**src/rtl/seq_shift_add_multiplier_if.sv**
```systemverilog
// Start/done handshake and operand/product bus for seq_shift_add_multiplier.
interface seq_shift_add_multiplier_if #(
    parameter int WA = 3,
    parameter int WB = 4
);
    logic                 start;
    logic [WA-1:0]        A;
    logic [WB-1:0]        B;
    logic                 busy;
    logic                 done;
    logic [WA+WB-1:0]     out;

    modport master (
        output start, A, B,
        input  busy, done, out
    );

    modport slave (
        input  start, A, B,
        output busy, done, out
    );
endinterface

```
**src/rtl/seq_shift_add_multiplier.sv**
```systemverilog
// Sequential shift-add unsigned multiplier (out = B * A), one multiplier bit per clock.
// Optional macro MULT_EARLY_TERM_EN ends the run once the remaining multiplier bits are zero.
module seq_shift_add_multiplier #(
    parameter int WA = 3,
    parameter int WB = 4
) (
    input  logic                      clk,
    input  logic                      rst,
    seq_shift_add_multiplier_if.slave bus
);
    localparam int W  = WA + WB;
    localparam int CW = (WA > 1) ? $clog2(WA) : 1;

    typedef enum logic [1:0] {
        IDLE = 2'd0,
        RUN  = 2'd1,
        DONE = 2'd2
    } state_t;

    state_t          state_q, state_d;
    logic [WA-1:0]   a_sh_q, a_sh_d;
    logic [W-1:0]    b_sh_q, b_sh_d;
    logic [W-1:0]    acc_q, acc_d;
    logic [W-1:0]    out_q, out_d;
    logic [CW-1:0]   cnt_q, cnt_d;
    logic [W-1:0]    acc_next;
    logic            last_step;

    always_ff @(posedge clk or posedge rst) begin
        if (rst) begin
            state_q <= IDLE;
            a_sh_q  <= '0;
            b_sh_q  <= '0;
            acc_q   <= '0;
            out_q   <= '0;
            cnt_q   <= '0;
        end else begin
            state_q <= state_d;
            a_sh_q  <= a_sh_d;
            b_sh_q  <= b_sh_d;
            acc_q   <= acc_d;
            out_q   <= out_d;
            cnt_q   <= cnt_d;
        end
    end

    always_comb begin
        acc_next = acc_q + (a_sh_q[0] ? b_sh_q : '0);
`ifdef MULT_EARLY_TERM_EN
        // No set bits left above the current one: further steps would add nothing.
        last_step = ((a_sh_q >> 1) == '0);
`else
        last_step = (cnt_q == CW'(WA - 1));
`endif

        state_d = state_q;
        a_sh_d  = a_sh_q;
        b_sh_d  = b_sh_q;
        acc_d   = acc_q;
        out_d   = out_q;
        cnt_d   = cnt_q;

        case (state_q)
            IDLE: begin
                if (bus.start) begin
                    a_sh_d  = bus.A;
                    b_sh_d  = W'(bus.B);
                    acc_d   = '0;
                    cnt_d   = '0;
                    state_d = RUN;
                end
            end
            RUN: begin
                acc_d  = acc_next;
                a_sh_d = a_sh_q >> 1;
                b_sh_d = b_sh_q << 1;
                cnt_d  = cnt_q + CW'(1);
                if (last_step) begin
                    out_d   = acc_next;
                    state_d = DONE;
                end
            end
            DONE:    state_d = IDLE;
            default: state_d = IDLE;
        endcase
    end

    always_comb begin
        bus.busy = (state_q != IDLE);
        bus.done = (state_q == DONE);
        bus.out  = out_q;
    end
endmodule
```
**src/flat_wrapper.sv**
```systemverilog
// flat-port wrapper written by rule: the top's interface ports become plain ports
module seq_shift_add_multiplier_flat 
#(
    parameter int WA = 3,
    parameter int WB = 4
)
  (clk, rst, bus_start, bus_A, bus_B, bus_busy, bus_done, bus_out);
  seq_shift_add_multiplier_if #(.WA(WA), .WB(WB)) bus_i ();
  input  logic clk;
  input  logic rst;
  input wire logic [$bits(bus_i.start)-1:0] bus_start;
  input wire logic [$bits(bus_i.A)-1:0] bus_A;
  input wire logic [$bits(bus_i.B)-1:0] bus_B;
  output wire logic [$bits(bus_i.busy)-1:0] bus_busy;
  output wire logic [$bits(bus_i.done)-1:0] bus_done;
  output wire logic [$bits(bus_i.out)-1:0] bus_out;
  assign bus_i.start = bus_start;
  assign bus_i.A = bus_A;
  assign bus_i.B = bus_B;
  assign bus_busy = bus_i.busy;
  assign bus_done = bus_i.done;
  assign bus_out = bus_i.out;
  seq_shift_add_multiplier #(.WA(WA), .WB(WB)) u_core (.clk(clk), .rst(rst), .bus(bus_i));
endmodule
```
**config.mk**
```make
export PLATFORM = sky130hd
export DESIGN_NAME = seq_shift_add_multiplier_flat
export DESIGN_NICKNAME = d
export VERILOG_FILES = /design/src/rtl/seq_shift_add_multiplier_if.sv /design/src/rtl/seq_shift_add_multiplier.sv /design/src/flat_wrapper.sv
export SDC_FILE = /design/constraint.sdc
export NUM_CORES = 1
export LEC_CHECK = 0
export BUFFER_PORTS_ARGS = -buffer_cell sky130_fd_sc_hd__buf_4
export CAP_MARGIN = 20
export CELL_PAD_IN_SITES_DETAIL_PLACEMENT = 1
export CELL_PAD_IN_SITES_GLOBAL_PLACEMENT = 1
export CORE_ASPECT_RATIO = 1.25
export CORE_MARGIN = 3
export CORE_UTILIZATION = 44
export DETAILED_ROUTE_END_ITERATION = 10
export PLACE_DENSITY = 0.89
export SLEW_MARGIN = 15
export SYNTH_ARGS = -nofsm -noshare
export SYNTH_HDL_FRONTEND = slang
export SYNTH_SLANG_ARGS = --single-unit
```
**constraint.sdc**
```tcl
create_clock -name clk -period 2.69 [get_ports clk]
set_clock_uncertainty 0.05 [all_clocks]
set_input_delay 0.4035 -clock clk [delete_from_list [all_inputs] [get_ports clk]]
set_output_delay 0.4035 -clock clk [all_outputs]
set_load 0.005 [all_outputs]
```
==> impl_metrics.csv, run 1 <==
group,metric,value,unit
clock_tree,clk_latency,0.34,ns
cells_and_area,nFillCells,334,
yosys,yosys_warnings,0,
clock_tree,cts_max_path_buffers,2,
global_route,grt.total_usage,18.1,%
place,place_hpwl,2500,µm
cells_and_area,final_area,1650,µm²
clock_tree,postCtsSetupBuffers,0,
status,status,"completed",
power,p_per_area,1040,nW/µm²
yosys,ys_ff_latch,28,
setup_path,crit_path_max_incr_delay,0.47,ns
floorplanning,coreArea,3000,µm²
floorplanning,die_y,69.5,µm
power,vdd_drop_max,575,µV
setup_path,crit_path_start_kind,"flop",
timing,hold_viol_final,0,
clock_tree,cts_root_buffer,"clkbuf_4",
global_route,grt_pass1_wl,5590,µm
timing,max_slew_margin,54.3,%
yosys,synthesis.nets,156,
timing,rsz0062_at_grt,"no",
floorplanning,die_x,56.8,µm
clock_tree,cts_sinks,28,
global_route,grt_max_degree,29,
place,io_buffer_count,18,
setup_path,criticalPathCategory,"reg2reg",
cells_and_area,layout_commonest_cell,"dfrtp_1",
floorplanning,initial_utilization,47.2,%
yosys,ys_seq_area_share,49.4,%
yosys,synth_cells,138,
yosys,post_synth_num_cell_types,33,
drt,drcViolationCount,0,
yosys,avgSynthCellArea,10.3,µm²
place,dpl_cell_area,1590,µm²
clock_tree,cts-htree-levels,1,
setup_path,required,2.89,ns
yosys,synth_edf_count,0,
timing,tightest_slew,0.684,ns
drt,wl_per_cell,16.7,µm
cells_and_area,drive_gt1_share,19.0,%
drt,vias,1107,
clock_tree,cts_tree,"done",
cells_and_area,regArea,701,µm²
setup_path,cp_max_fo,8,
drt,firstDrtPassIters,4,
yosys,synthFlopType,"dfrtp_1",
floorplanning,row_count,22,
global_route,grt_pass1_vias,1203,
drt,drt_iter0_markers,33,
min_path,hp-class,"in2async",
cells_and_area,multiInputGateArea,663,µm²
clock_tree,cts_hold_buf,0,
setup_path,crit_chain,"and2_1, ha_1, inv_1, fa_1, nor2b_4, o21a_1, or3_1, a32o_1",
drt,routed_wl,3230,µm
timing,finalSetupTns,0,ns
place,place_ws,0.610,ns
clock_tree,cts_buffers,3,
floorplanning,fp.dieArea,3940,µm²
timing,period_share,78.7,%
cells_and_area,syn_to_final_growth,16.1,%
yosys,yosys.area.top_type,"dfrtp_1",
setup_path,path_buf_inv,1,
cells_and_area,nNetsFinal,177,
setup_path,critPathCaptureType,"flop",
clock_tree,post_cts_resized,0,
place,gp_congestion,0.829,
power,leakage,0.828,nW
setup_path,crit_family,"simple AND/OR/NAND/NOR gates",
setup_path,cp_slowest_cell,"dfrtp_1",
timing,setup_viol,0,
clock_tree,path_clk_slew,0.16,ns
floorplanning,io_pins,19,
timing,finalWorstSetupSlack,0.572,ns
cells_and_area,final_cell_mix,"dfrtp_1 (28), buf_4 (21), nand2_1 (19)",
cells_and_area,antenna_cells,0,
yosys,synth_top_area_share,49.4,%
yosys,netlist_area,1420,µm²
global_route,overflow,0,
drt,ant_nets,0,
run,max_cap_violations,0,
timing,maxSlewViolCount,0,
drt,viasPerCell,5.71,
timing,max_freq,472,MHz
yosys,netlist_top_cells_area,"dfrtp_1 (49%), ha_1 (6.2%), nand2_1 (5.0%)",
setup_path,critical_path_arrival,2.32,ns
timing,fin_crit,2.12,ns
yosys,synthArstFlopShare,100,%
global_route,antenna_found_initial,0,
## path summary, 6_finish.rpt
check	start	to	slack (ns)	depth (start not counted)
setup / recovery	u_core.a_sh_q[0]$_DFFE_PP0P_	u_core.acc_q[4]$_DFFE_PP0P_	0.57	8
hold / removal	rst	u_core.b_sh_q[5]$_DFFE_PP0P_	0.06	3
setup reg to reg	u_core.a_sh_q[0]$_DFFE_PP0P_	u_core.acc_q[4]$_DFFE_PP0P_	0.57	8
hold reg to reg	u_core.bus.out[0]$_DFFE_PP0P_	u_core.bus.out[0]$_DFFE_PP0P_	0.45	2
max in group asynchronous	rst	u_core.b_sh_q[6]$_DFFE_PP0P_	2.28	3
min in group clk	bus_B[0]	u_core.b_sh_q[0]$_DFFE_PP0P_	0.26	2
## per-layer routing
| metal | track usage, % | share of wire, % |
|---|---|---|
| met1 | 21.0 | 41 |
| met2 | 32.4 | 54 |
| met3 | 2.42 | 3.6 |
| met4 | 7.99 | 1.8 |
| met5 | 0 | 0 |
## tightest hold or removal path, cell delays in order
cell and delay [ns]:
buf_4 0.10, inv_1 0.04, buf_4 0.33
## kinds of logic after synthesis
| logic type | Yosys count | synth area share (%) |
|---|---|---|
| flops | 28 | 49.4 |
| compound gates | 40 | 18.9 |
| simple gates | 46 | 17.7 |
| buf+inv | 12 | 3.79 |
| mux | 1 | 0.794 |
| xor+xnor | 3 | 1.85 |
| fa+ha+maj | 8 | 7.59 |
## where the power goes
group          internal, W  leakage, nW  switching, W
Clock             0.000151       0.0279      0.000132
Sequential        0.000588        0.369      0.000145
Combinational     0.000321        0.432      0.000376
Total              0.00106        0.828      0.000653
## cells in the mapped netlist (all sizes together), types with 4 or more instances
library cell / number
inv: 7
nand3: 4
a21oi: 8
nand4: 4
a22o: 5
ha: 7
dfrtp: 28
clkbuf: 4
nand2: 20
and2: 6
o21ai: 12
and3b: 5
## through the flow
stage | hold slack (ns) | power, W | util [%] | cells
after CTS | 0.0577 | 0.00174 | 54.8 | 194
after global placement | 0.411 | 0.00140 | 53.1 | 190
after detailed placement | 0.416 | 0.00146 | 53.1 | 190
after floorplan | 0.400 | 0.00119 | - | 138
after global routing | 0.0702 | 0.00186 | 54.8 | 194
final | 0.0559 | 0.00171 | 54.8 | 194
## sequential cells by signal (all words and copies together), names as in the netlist
register	flops
u_core.a_sh_q	3
u_core.b_sh_q	7
u_core.cnt_q	2
u_core.bus.out	7
u_core.acc_q	7
u_core.state_q	2
## layout make-up
class	instances	share of cell area [%]
Multi-Input combinational cell	98	40.3
Clock inverter	1	1.83
Inverter	7	1.60
Tap cell	36	2.74
Sequential cell	28	42.6
Clock buffer	3	1.37
Timing Repair Buffer	21	9.58
No activity file was read; power rests on OpenSTA's default activity.
==> run 2, diff against run 1 <==
==> constraint.sdc (replaced) <==
create_clock -name clk -period 2.2 [get_ports clk]
set_clock_uncertainty 0.05 [all_clocks]
set_input_delay 0.33 -clock clk [delete_from_list [all_inputs] [get_ports clk]]
set_output_delay 0.33 -clock clk [all_outputs]
set_load 0.005 [all_outputs]
==> run 2 against run 1 <==
Final cell count increased by 1.0%. Critical path depth unchanged. Total power increased by 26%. Sequential power increased by 19%. Sequential cell count unchanged. Worst setup slack got worse by 0.50 ns.
==> impl_metrics.csv, run 2 (synthesis results as in run 1) <==
group,metric,value,unit
status,status,"completed",
floorplanning,die_x,56.8,µm
drt,drcViolationCount,0,
global_route,overflow,0,
clock_tree,cts_buffers,3,
place,gp_congestion,0.854,
power,vdd_drop_max,799,µV
timing,fin_crit,2.13,ns
floorplanning,coreArea,3000,µm²
clock_tree,cts_tree,"done",
timing,max_slew_margin,73.2,%
drt,firstDrtPassIters,4,
timing,max_freq,469,MHz
setup_path,critPathCaptureType,"flop",
cells_and_area,final_cell_mix,"dfrtp_1 (27), buf_4 (23), nand2_1 (19)",
global_route,antenna_found_initial,0,
place,place_hpwl,2710,µm
power,leakage,0.838,nW
floorplanning,row_count,22,
clock_tree,path_clk_slew,0.15,ns
drt,ant_nets,0,
setup_path,critical_path_arrival,2.32,ns
floorplanning,die_y,69.5,µm
setup_path,criticalPathCategory,"reg2reg",
cells_and_area,drive_gt1_share,21.9,%
setup_path,cp-endpoint,"u_core.acc_q[4]$_DFFE_PP0P_",
setup_path,r2r_slack,0.07,ns
timing,hold_viol_final,0,
floorplanning,fp.dieArea,3940,µm²
setup_path,cp_slowest_cell,"dfrtp_2",
drt,drt_iter0_markers,47,
drt,viasPerCell,5.88,
clock_tree,cts_sinks,28,
clock_tree,cts_root_buffer,"clkbuf_4",
global_route,grt_pass1_wl,5910,µm
setup_path,crit_family,"simple AND/OR/NAND/NOR gates",
timing,rsz0062_at_grt,"no",
setup_path,path_buf_inv,1,
clock_tree,cts-htree-levels,1,
cells_and_area,layout_commonest_cell,"dfrtp_1",
global_route,grt.total_usage,19.2,%
setup_path,cp_max_fo,8,
setup_path,crit_chain,"and2_1, ha_1, inv_1, fa_2, nor2b_4, o21a_1, or3_1, a32o_1",
global_route,grt_pass1_vias,1233,
setup_path,crit_path_start_kind,"flop",
timing,finalSetupTns,0,ns
floorplanning,initial_utilization,47.2,%
setup_path,reg2reg_depth,8,
clock_tree,clk_latency,0.33,ns
setup_path,required,2.39,ns
setup_path,crit_cells,8,
drt,routed_wl,3610,µm
setup_path,startpoint,"u_core.a_sh_q[0]$_DFFE_PP0P_",
setup_path,reg2reg_to,"u_core.acc_q[4]$_DFFE_PP0P_",
floorplanning,io_pins,19,
cells_and_area,syn_to_final_growth,17.8,%
timing,setup_viol,0,
timing,maxSlewViolCount,0,
cells_and_area,antenna_cells,0,
drt,vias,1152,
clock_tree,cts_max_path_buffers,2,
setup_path,r2r-start,"u_core.a_sh_q[0]$_DFFE_PP0P_",
cells_and_area,nNetsFinal,179,
run,max_cap_violations,0,
min_path,hp-class,"in2async",
drt,wl_per_cell,18.4,µm
setup_path,crit_path_max_incr_delay,0.47,ns
global_route,grt_max_degree,29,
cells_and_area,nFillCells,342,
cells_and_area,fin_util,55.7,%
timing,tightest_slew,0.401,ns
power,p_per_area,1300,nW/µm²
place,io_buffer_count,18,
timing,period_share,96.8,%
==> run 2: worst min-delay path by stage <==
stage | start | to | cells past startpoint
CTS | rst | u_core.bus.out[4]$_DFFE_PP0P_ | 3
global route | rst | u_core.bus.out[1]$_DFFE_PP0P_ | 3
floorplan | rst | u_core.a_sh_q[0]$_DFFE_PP0P_ | 1
global placement | rst | u_core.bus.out[0]$_DFFE_PP0P_ | 3
detailed placement | rst | u_core.bus.out[1]$_DFFE_PP0P_ | 3
finish | rst | u_core.acc_q[1]$_DFFE_PP0P_ | 3
==> run 2: what timing repair did <==
item | CTS | global route
buffers inserted | 0 | 0
endpoints found under the setup margin | 0 | 4
hold buffers | 0 | 0
gates resized for setup | 0 | 3
==> run 2: cell type report <==
type | instances | area, µm² | area share [%]
clock inverters | 1 | 30.0 | 1.80
repair buffers | 23 | 173 | 10.3
multi-input cells | 98 | 672 | 40.2
flip-flops and latches | 28 | 702 | 42.0
inverters | 7 | 26.3 | 1.57
clock buffers | 3 | 22.5 | 1.35
well taps | 36 | 45.0 | 2.70
==> run 2: per-stage QoR <==
step	power (W)	hold WS (ns)	cells	cell area, µm²	worst slack, ns
2_1_floorplan	0.00145	0.345	138	1420	0.231
3_3_place_gp	0.00173	0.366	192	1610	0.179
3_5_place_dp	0.00182	0.398	192	1610	0.116
4_1_cts	0.00217	0.0172	196	1660	0.0412
5_1_grt	0.00233	0.0233	196	1670	0.0193
6_report	0.00216	0.00460	196	1670	0.0699
==> run 2: power breakdown <==
group          internal (W)  switching, W
clock network      0.000184      0.000158
registers          0.000721      0.000153
logic              0.000419      0.000529
==> run 2: worst min-delay path, cell delays in order <==
cell and delay (ns):
buf_4 0.11, inv_1 0.05, buf_4 0.33
==> run 2: per-layer routing <==
layer | share of wire (%) | up-vias | global-route usage [%]
li1 | - | 534 | -
met1 | 38 | 576 | 21.6
met3 | 4.3 | 8 | 3.17
met2 | 56 | 34 | 35.2
met4 | 2.0 | 0 | 7.22
met5 | 0 | - | 0
==> run 3, diff against run 2 <==
==> constraint.sdc (replaced) <==
create_clock -name clk -period 2.2 [get_ports clk]
set_clock_uncertainty 0.05 [all_clocks]
set_input_delay 0.22 -clock clk [delete_from_list [all_inputs] [get_ports clk]]
set_output_delay 0.22 -clock clk [all_outputs]
set_load 0.005 [all_outputs]
==> run 3 against run 2 <==
Combinational power is essentially flat. Cell area increased by 0.60%. Worst setup slack improved by 0.0098 ns. Critical endpoint unchanged.
==> impl_metrics.csv, run 3 (synthesis results as in run 1) <==
group,metric,value,unit
cells_and_area,antenna_cells,0,
drt,wl_per_cell,18.3,µm
floorplanning,fp.dieArea,3940,µm²
drt,vias,1155,
place,io_buffer_count,18,
drt,viasPerCell,5.86,
timing,setup_viol,0,
timing,period_share,96.4,%
timing,fin_crit,2.12,ns
floorplanning,die_y,69.5,µm
cells_and_area,nFillCells,343,
place,place_inst,192,
setup_path,criticalPathCategory,"reg2reg",
min_path,hp-class,"in2reg",
clock_tree,cts_buffers,3,
timing,max_freq,472,MHz
timing,finalSetupTns,0,ns
setup_path,crit_path_start_kind,"flop",
run,max_cap_violations,0,
power,leakage,0.842,nW
setup_path,critical_path_arrival,2.31,ns
setup_path,crit_family,"simple AND/OR/NAND/NOR gates",
clock_tree,cts-htree-levels,1,
floorplanning,io_pins,19,
drt,firstDrtPassIters,4,
global_route,overflow,0,
floorplanning,die_x,56.8,µm
clock_tree,cts_max_path_buffers,2,
place,gp_congestion,0.854,
setup_path,path_buf_inv,1,
power,p_per_area,1290,nW/µm²
status,status,"completed",
cells_and_area,nNetsFinal,180,
clock_tree,path_clk_slew,0.15,ns
timing,tightest_slew,0.405,ns
setup_path,critPathCaptureType,"flop",
setup_path,crit_chain,"and2_1, ha_1, inv_1, fa_2, nor2b_4, o21a_1, or3_1, a32o_1",
clock_tree,cts_sinks,28,
cells_and_area,layout_commonest_cell,"dfrtp_1",
cells_and_area,syn_to_final_growth,18.5,%
setup_path,crit_path_max_incr_delay,0.48,ns
clock_tree,cts_root_buffer,"clkbuf_4",
cells_and_area,instances_no_fill,197,
clock_tree,postCtsSetupBuffers,0,
drt,routed_wl,3600,µm
global_route,grt_pass1_wl,5910,µm
global_route,antenna_found_initial,0,
cells_and_area,final_cell_mix,"dfrtp_1 (27), buf_4 (23), nand2_1 (19)",
timing,rsz0062_at_grt,"no",
clock_tree,cts_tree,"done",
floorplanning,coreArea,3000,µm²
setup_path,cp_slowest_cell,"dfrtp_2",
floorplanning,initial_utilization,47.2,%
global_route,grt.total_usage,19.1,%
global_route,grt_pass1_vias,1239,
place,place_hpwl,2710,µm
drt,ant_nets,0,
clock_tree,clk_latency,0.33,ns
timing,max_slew_margin,72.9,%
cells_and_area,drive_gt1_share,21.7,%
timing,maxSlewViolCount,0,
drt,drt_iter0_markers,24,
timing,hold_viol_final,0,
setup_path,required,2.39,ns
drt,drcViolationCount,0,
floorplanning,row_count,22,
global_route,grt_max_degree,29,
setup_path,cp_max_fo,8,
power,vdd_drop_max,799,µV
-- run 3: cell types whose count changed in the layout (fill, tap and decap cells not counted) --
cell / before / now
dlygate4sd3_1: 0 / 1
-- run 3: metal layers --
layer	track usage (%)	routed length (µm)
met3	3.17	125
met2	35.2	2020
met5	0	0
met1	21.5	1380
met4	7.22	76
-- run 3: path summary, 6_finish.rpt --
path | start | to | slack [ns] | depth (start not counted)
worst max-delay path | u_core.a_sh_q[0]$_DFFE_PP0P_ | u_core.acc_q[4]$_DFFE_PP0P_ | 0.08 | 8
worst min-delay path | bus_A[2] | u_core.a_sh_q[2]$_DFFE_PP0P_ | 0.08 | 2
worst max register to register | u_core.a_sh_q[0]$_DFFE_PP0P_ | u_core.acc_q[4]$_DFFE_PP0P_ | 0.08 | 8
worst min register to register | u_core.bus.out[5]$_DFFE_PP0P_ | u_core.bus.out[5]$_DFFE_PP0P_ | 0.46 | 2
max in group asynchronous | rst | u_core.a_sh_q[0]$_DFFE_PP0P_ | 1.36 | 4
min in group asynchronous | rst | u_core.acc_q[1]$_DFFE_PP0P_ | 0.46 | 4
-- run 3: layout make-up --
class / count / area, µm² / share of cell area (%)
Inverter: 7 / 26.3 / 1.56
Tap cell: 36 / 45.0 / 2.68
Clock inverter: 1 / 30.0 / 1.79
Timing Repair Buffer: 24 / 183 / 10.9
Clock buffer: 3 / 22.5 / 1.34
Sequential cell: 28 / 702 / 41.8
Multi-Input combinational cell: 98 / 672 / 40.0
-- run 3: report_power, final --
group / switching (W) / total, W / internal [W]
clock: 0.000158 / 0.000342 / 0.000184
sequential: 0.000152 / 0.000874 / 0.000721
combinational: 0.000527 / 0.000946 / 0.000420
total: 0.000837 / 0.00216 / 0.00133
-- run 3: what timing repair did --
| item | 4_1_cts | 5_1_grt |
|---|---|---|
| hold buffers | 1 | 0 |
| gates resized for setup | 0 | 3 |
| setup endpoints to repair | 0 | 4 |
| endpoints found under the hold margin | 28 | 0 |
-- run 3: through the flow --
step           hold slack [ns]  util, %  area, µm²  power, W  worst slack (ns)
3_3_place_gp             0.256     53.6       1610   0.00173             0.179
2_1_floorplan            0.235        -       1420   0.00145             0.231
3_5_place_dp             0.288     53.6       1610   0.00182             0.116
6_report                0.0789     56.0       1680   0.00216            0.0797
5_1_grt                 0.0793     56.0       1680   0.00233            0.0193
4_1_cts                 0.0732     55.7       1670   0.00217            0.0412
